File: config.mk
export PLATFORM = sky130hd
export DESIGN_NAME = conv2_window_buf
export DESIGN_NICKNAME = d
export VERILOG_FILES = /design/src/rtl/conv2_pkg.sv /design/src/rtl/conv2_line_shift.sv /design/src/rtl/conv2_window_buf.sv
export SDC_FILE = /design/constraint.sdc
export NUM_CORES = 1
export LEC_CHECK = 0
export CAP_MARGIN = 30
export CORE_UTILIZATION = 58
export DETAILED_ROUTE_END_ITERATION = 10
export GPL_TIMING_DRIVEN = 0
export MAX_ROUTING_LAYER = met4
export PLACE_DENSITY = 0.86
export REMOVE_ABC_BUFFERS = 1
export SYNTH_ARGS = -nofsm -noshare
export SYNTH_HDL_FRONTEND = slang
export SYNTH_HIERARCHICAL = 1
export SYNTH_SLANG_ARGS = --single-unit
File: constraint.sdc
create_clock -name clk -period 1.6 [get_ports clk]
set_input_delay 0.32 -clock clk [delete_from_list [all_inputs] [get_ports clk]]
set_output_delay 0.32 -clock clk [all_outputs]
set_load 0.01 [all_outputs]
File: src/rtl/conv2_pkg.sv
// Shared constants and types for the conv2 stage: pixel width, feature-map geometry,
// window-line depth and the per-channel tap-vector type.
package conv2_pkg;
  localparam int DW        = 12;
  localparam int WIDTH     = 12;
  localparam int HEIGHT    = 12;
  localparam int TAP_DEPTH = 2*WIDTH + 3;
  localparam int NUM_CH    = 3;
  localparam int NUM_TAPS  = 9;
  localparam int COL_W     = $clog2(WIDTH);
  localparam int ROW_W     = $clog2(HEIGHT);

  typedef logic [NUM_TAPS-1:0][DW-1:0] win_t;

  // Line position of tap k (row k/3, col k%3) counted back from the newest pixel.
  function automatic int tap_idx(input int k);
    return (2 - k/3)*WIDTH + (2 - k%3);
  endfunction
endpackage

File: src/rtl/conv2_line_shift.sv
// One channel's 2*WIDTH+3 pixel line; the nine 3x3 taps come straight off its flops.
module conv2_line_shift
  import conv2_pkg::*;
(
  input  logic          clk,
  input  logic          rst_n,
  input  logic          en,
  input  logic [DW-1:0] din,
  output win_t          taps
);
  logic [TAP_DEPTH-1:0][DW-1:0] sr;

  always_ff @(posedge clk or negedge rst_n) begin
    if (!rst_n)  sr <= '0;
    else if (en) sr <= {sr[TAP_DEPTH-2:0], din};
  end

  // sr[0] holds the most recently accepted pixel, so entry 2*WIDTH+2 is the window's top-left.
  for (genvar k = 0; k < NUM_TAPS; k++) begin : g_tap
    assign taps[k] = sr[tap_idx(k)];
  end
endmodule

File: src/rtl/conv2_window_buf.sv
// Streaming 3x3 window generator for three channels: raster counters, window-valid
// decode and per-channel line shifters whose flops drive the taps directly.
module conv2_window_buf
  import conv2_pkg::*;
(
  input  logic                 clk,
  input  logic                 rst_n,
  input  logic                 valid_in,
  input  logic signed [DW-1:0] data_in1,
  input  logic signed [DW-1:0] data_in2,
  input  logic signed [DW-1:0] data_in3,
  output logic signed [DW-1:0] data_out1_0, data_out1_1, data_out1_2,
  output logic signed [DW-1:0] data_out1_3, data_out1_4, data_out1_5,
  output logic signed [DW-1:0] data_out1_6, data_out1_7, data_out1_8,
  output logic signed [DW-1:0] data_out2_0, data_out2_1, data_out2_2,
  output logic signed [DW-1:0] data_out2_3, data_out2_4, data_out2_5,
  output logic signed [DW-1:0] data_out2_6, data_out2_7, data_out2_8,
  output logic signed [DW-1:0] data_out3_0, data_out3_1, data_out3_2,
  output logic signed [DW-1:0] data_out3_3, data_out3_4, data_out3_5,
  output logic signed [DW-1:0] data_out3_6, data_out3_7, data_out3_8,
  output logic                 valid_out_buf
);
  logic [COL_W-1:0]                 col;
  logic [ROW_W-1:0]                 row;
  logic                             win_hit;
  logic [NUM_CH-1:0][DW-1:0]        din;
  logic [NUM_CH-1:0][NUM_TAPS-1:0][DW-1:0] taps;

  assign din     = {data_in3, data_in2, data_in1};
  assign win_hit = valid_in && (row >= ROW_W'(2)) && (col >= COL_W'(2));

  always_ff @(posedge clk or negedge rst_n) begin
    if (!rst_n) begin
      col           <= '0;
      row           <= '0;
      valid_out_buf <= 1'b0;
    end else begin
      valid_out_buf <= win_hit;
      if (valid_in) begin
        if (col == COL_W'(WIDTH-1)) begin
          col <= '0;
          row <= (row == ROW_W'(HEIGHT-1)) ? '0 : row + 1'b1;
        end else begin
          col <= col + 1'b1;
        end
      end
    end
  end

  for (genvar ch = 0; ch < NUM_CH; ch++) begin : g_ch
    conv2_line_shift u_line (
      .clk  (clk),
      .rst_n(rst_n),
      .en   (valid_in),
      .din  (din[ch]),
      .taps (taps[ch])
    );
  end

  assign data_out1_0 = taps[0][0];
  assign data_out1_1 = taps[0][1];
  assign data_out1_2 = taps[0][2];
  assign data_out1_3 = taps[0][3];
  assign data_out1_4 = taps[0][4];
  assign data_out1_5 = taps[0][5];
  assign data_out1_6 = taps[0][6];
  assign data_out1_7 = taps[0][7];
  assign data_out1_8 = taps[0][8];
  assign data_out2_0 = taps[1][0];
  assign data_out2_1 = taps[1][1];
  assign data_out2_2 = taps[1][2];
  assign data_out2_3 = taps[1][3];
  assign data_out2_4 = taps[1][4];
  assign data_out2_5 = taps[1][5];
  assign data_out2_6 = taps[1][6];
  assign data_out2_7 = taps[1][7];
  assign data_out2_8 = taps[1][8];
  assign data_out3_0 = taps[2][0];
  assign data_out3_1 = taps[2][1];
  assign data_out3_2 = taps[2][2];
  assign data_out3_3 = taps[2][3];
  assign data_out3_4 = taps[2][4];
  assign data_out3_5 = taps[2][5];
  assign data_out3_6 = taps[2][6];
  assign data_out3_7 = taps[2][7];
  assign data_out3_8 = taps[2][8];
endmodule

==> results.json <==
{
  "peakVddDrop_mv": 1.30,
  "dp_cells": 3320,
  "drc": 0,
  "fin_ws_ns": 0.0318,
  "die_h_um": 272,
  "dr.max_layer_used": "met4",
  "dp_slack_ns": -1.86,
  "cts.path.max_buffers": 3,
  "wirelength_mm": 77.7,
  "hold_ws_ns": -0.388,
  "ys_seq_elements": 981,
  "setup_violations": 0,
  "drv_slew": 0,
  "wl_met1_mm": 33.4,
  "root_buffer": "clkbuf_16",
  "slew_headroom_pct": 28.4,
  "drive_gt1_share_pct": 63.0,
  "criticalPathCategory": "in -> reg",
  "grt_pass1_vias": 22000,
  "diodes": 0,
  "port_buffers": 363,
  "skew_ns": 0.0182,
  "crit_arrival_ns": 2.07,
  "antenna_found_initial": 1,
  "routed-wl-met2_mm": 39.4,
  "ios": 364,
  "finalPower_mw": 93.9,
  "worst_path_most_repeated_cell": "buf_16",
  "hold_viol_final": 89,
  "layout_commonest_cell": "dfrtp_1",
  "core_um2": 71700,
  "dpl.hpwl_mm": 39.6,
  "initial_core_util_pct": 58.9,
  "yosysWarnings": 6,
  "rows": 98,
  "path_clk_slew_ns": 0.06,
  "powerDensity_nw_per_um2": 1930,
  "failed_checks": "negative hold slack",
  "die_x_um": 272,
  "overflow": 0,
  "clock_latency_ns": 0.64,
  "cts_tree": "done",
  "fin_cells": 3794,
  "endpoint_kind": "flip-flop",
  "synth_seq_area_share_pct": 58.1,
  "synth.distinct_cells": 22,
  "outcome": "complete, but fails checks",
  "grt_pass1_wl_mm": 125,
  "hold_class": "in -> async",
  "finalCritPeriodShare_pct": 98.0,
  "cts.sinks": 981,
  "place_congestion": 0.806,
  "routedWlPerCell_um": 20.5,
  "crit_slowest_cell": "bufbuf_16",
  "worstMarginPinSlew_ns": 1.07,
  "final_nets": 2803,
  "area_growth_pct": 14.9,
  "vias": 19600,
  "max_freq_mhz": 638,
  "slowest_delay_ns": 0.48,
  "drt-vias-per-instance": 5.18,
  "dr_wl_met3_mm": 1.97,
  "power_leakage_nw": 24.5,
  "htree_levels": 3,
  "start_kind": "primary input",
  "max_cap_violations": 0,
  "netlist_area_um2": 42200,
  "critical_path_required_ns": 2.10,
  "final_cell_mix": "dfrtp_1, mux2_4, buf_2",
  "synthCells": 2425,
  "drt_iter0_drc": 1146,
  "period_needed_ns": 1.57,
  "antenna_left": 0,
  "die_area_um2": 73900,
  "crit_chain": "buf_16, buf_16, buf_16, bufbuf_16, mux2_4",
  "synth_area_per_cell_um2": 17.4,
  "dr.pass1.iters": 4,
  "cts_buffers": 100,
  "crit_path_max_fanout": 49,
  "grt_util_all_layers_pct": 21.7,
  "grt_max_degree": 154
}
path summary, 6_finish.rpt:
kind | cells past startpoint | endpoint | start | slack [ns]
worst max-delay path | 5 | g_ch[1].u_line/taps[54] | valid_in | 0.03
worst min-delay path | 1 | g_ch[0].u_line/taps[100] | rst_n | -0.39
worst max register to register | 4 | row[3] | col[0] | 0.09
worst min register to register | 1 | g_ch[1].u_line/sr[51] | g_ch[1].u_line/sr[39] | 0.50
max in group asynchronous | 4 | g_ch[1].u_line/sr[207] | rst_n | 0.37
min in group clk | 2 | g_ch[0].u_line/taps[16] | valid_in | 0.21
logic make-up (layout without fill, tap and decap cells):
| kind of cell | after synthesis | count (layout) | synth area share (%) |
|---|---|---|---|
| and+or+nand+nor | 17 | 17 | 0.243 |
| adders and majority gates | 4 | 4 | 0.119 |
| AOI/OAI and AO/OA | 10 | 10 | 0.151 |
| muxes | 975 | 975 | 32.9 |
| buffers and inverters | 438 | 857 | 8.43 |
| DFF | 981 | 981 | 58.1 |
registers in the layout, summed over array words and instances (netlist names):
name	flops
col	4
row	4
g_ch.u_line/sr	648
valid_out_buf	1
g_ch.u_line/taps	324
layer usage:
metal	vias to the layer above	global-route usage, %
met4	0	8.43
met1	10400	27.5
met5	-	-
li1	8726	-
met2	352	35.6
met3	191	2.79
stage by stage:
| step | hold slack [ns] | setup TNS [ns] | area, µm² | utilization (%) |
|---|---|---|---|---|
| final | -0.388 | 0 | 48500 | 67.6 |
| after global routing | -0.379 | -0.0156 | 48500 | 67.6 |
| after CTS | -0.409 | -0.0346 | 48600 | 67.7 |
| after detailed placement | 0.376 | -1221.38 | 43900 | 61.3 |
| after global placement | 0.484 | - | 43500 | 60.7 |
| after floorplan | 0.0244 | 0 | 38700 | - |
synthesized netlist by cell type:
master | count | share of area [%]
mux2_4 | 780 | 28
buf_6 | 90 | 2.4
ha_1 | 4 | 0.12
dfrtp_1 | 981 | 58
o41ai_1 | 1 | 0.021
a21boi_0 | 1 | 0.018
nor2_1 | 5 | 0.044
mux2i_1 | 1 | 0.024
a311oi_1 | 1 | 0.021
nand4b_4 | 1 | 0.056
buf_4 | 324 | 5.8
a21o_2 | 1 | 0.021
buf_2 | 19 | 0.23
and4b_2 | 1 | 0.027
mux2_2 | 194 | 5.2
inv_1 | 5 | 0.044
o21ai_0 | 5 | 0.059
or4_1 | 1 | 0.018
a21oi_1 | 1 | 0.012
nand2_1 | 5 | 0.044
nand3_1 | 3 | 0.036
nand3b_1 | 1 | 0.018
worst max-delay path: cells and delay by family:
kind	cells	cell delay [ns]
muxes	1	0.33
buffers and inverters	4	1.29
cell type report:
type / count / area, µm²
clock buffers: 141 / 2950
clock inverters: 45 / 634
fillers: 4483 / 23200
inverters: 5 / 18.8
multi-input cells: 1006 / 14100
flip-flops and latches: 981 / 24600
well taps: 950 / 1190
repair buffers: 666 / 5040
what timing repair did:
action	in CTS	in global routing
endpoints found under the setup margin	1209	356
gates cloned	11	4
gates resized for setup	1248	49
hold endpoints to repair	89	89
buffers inserted	257	16
power breakdown:
| group | total [mW] | switching (mW) | internal [mW] | leakage (nW) |
|---|---|---|---|---|
| clock network | 25.0 | 9.82 | 15.1 | 1.77 |
| logic | 27.0 | 9.00 | 18.0 | 10.8 |
| registers | 42.0 | 6.69 | 35.3 | 11.9 |
| total | 93.9 | 25.5 | 68.4 | 24.5 |
Note: power is estimated with default switching activity, not from simulation.
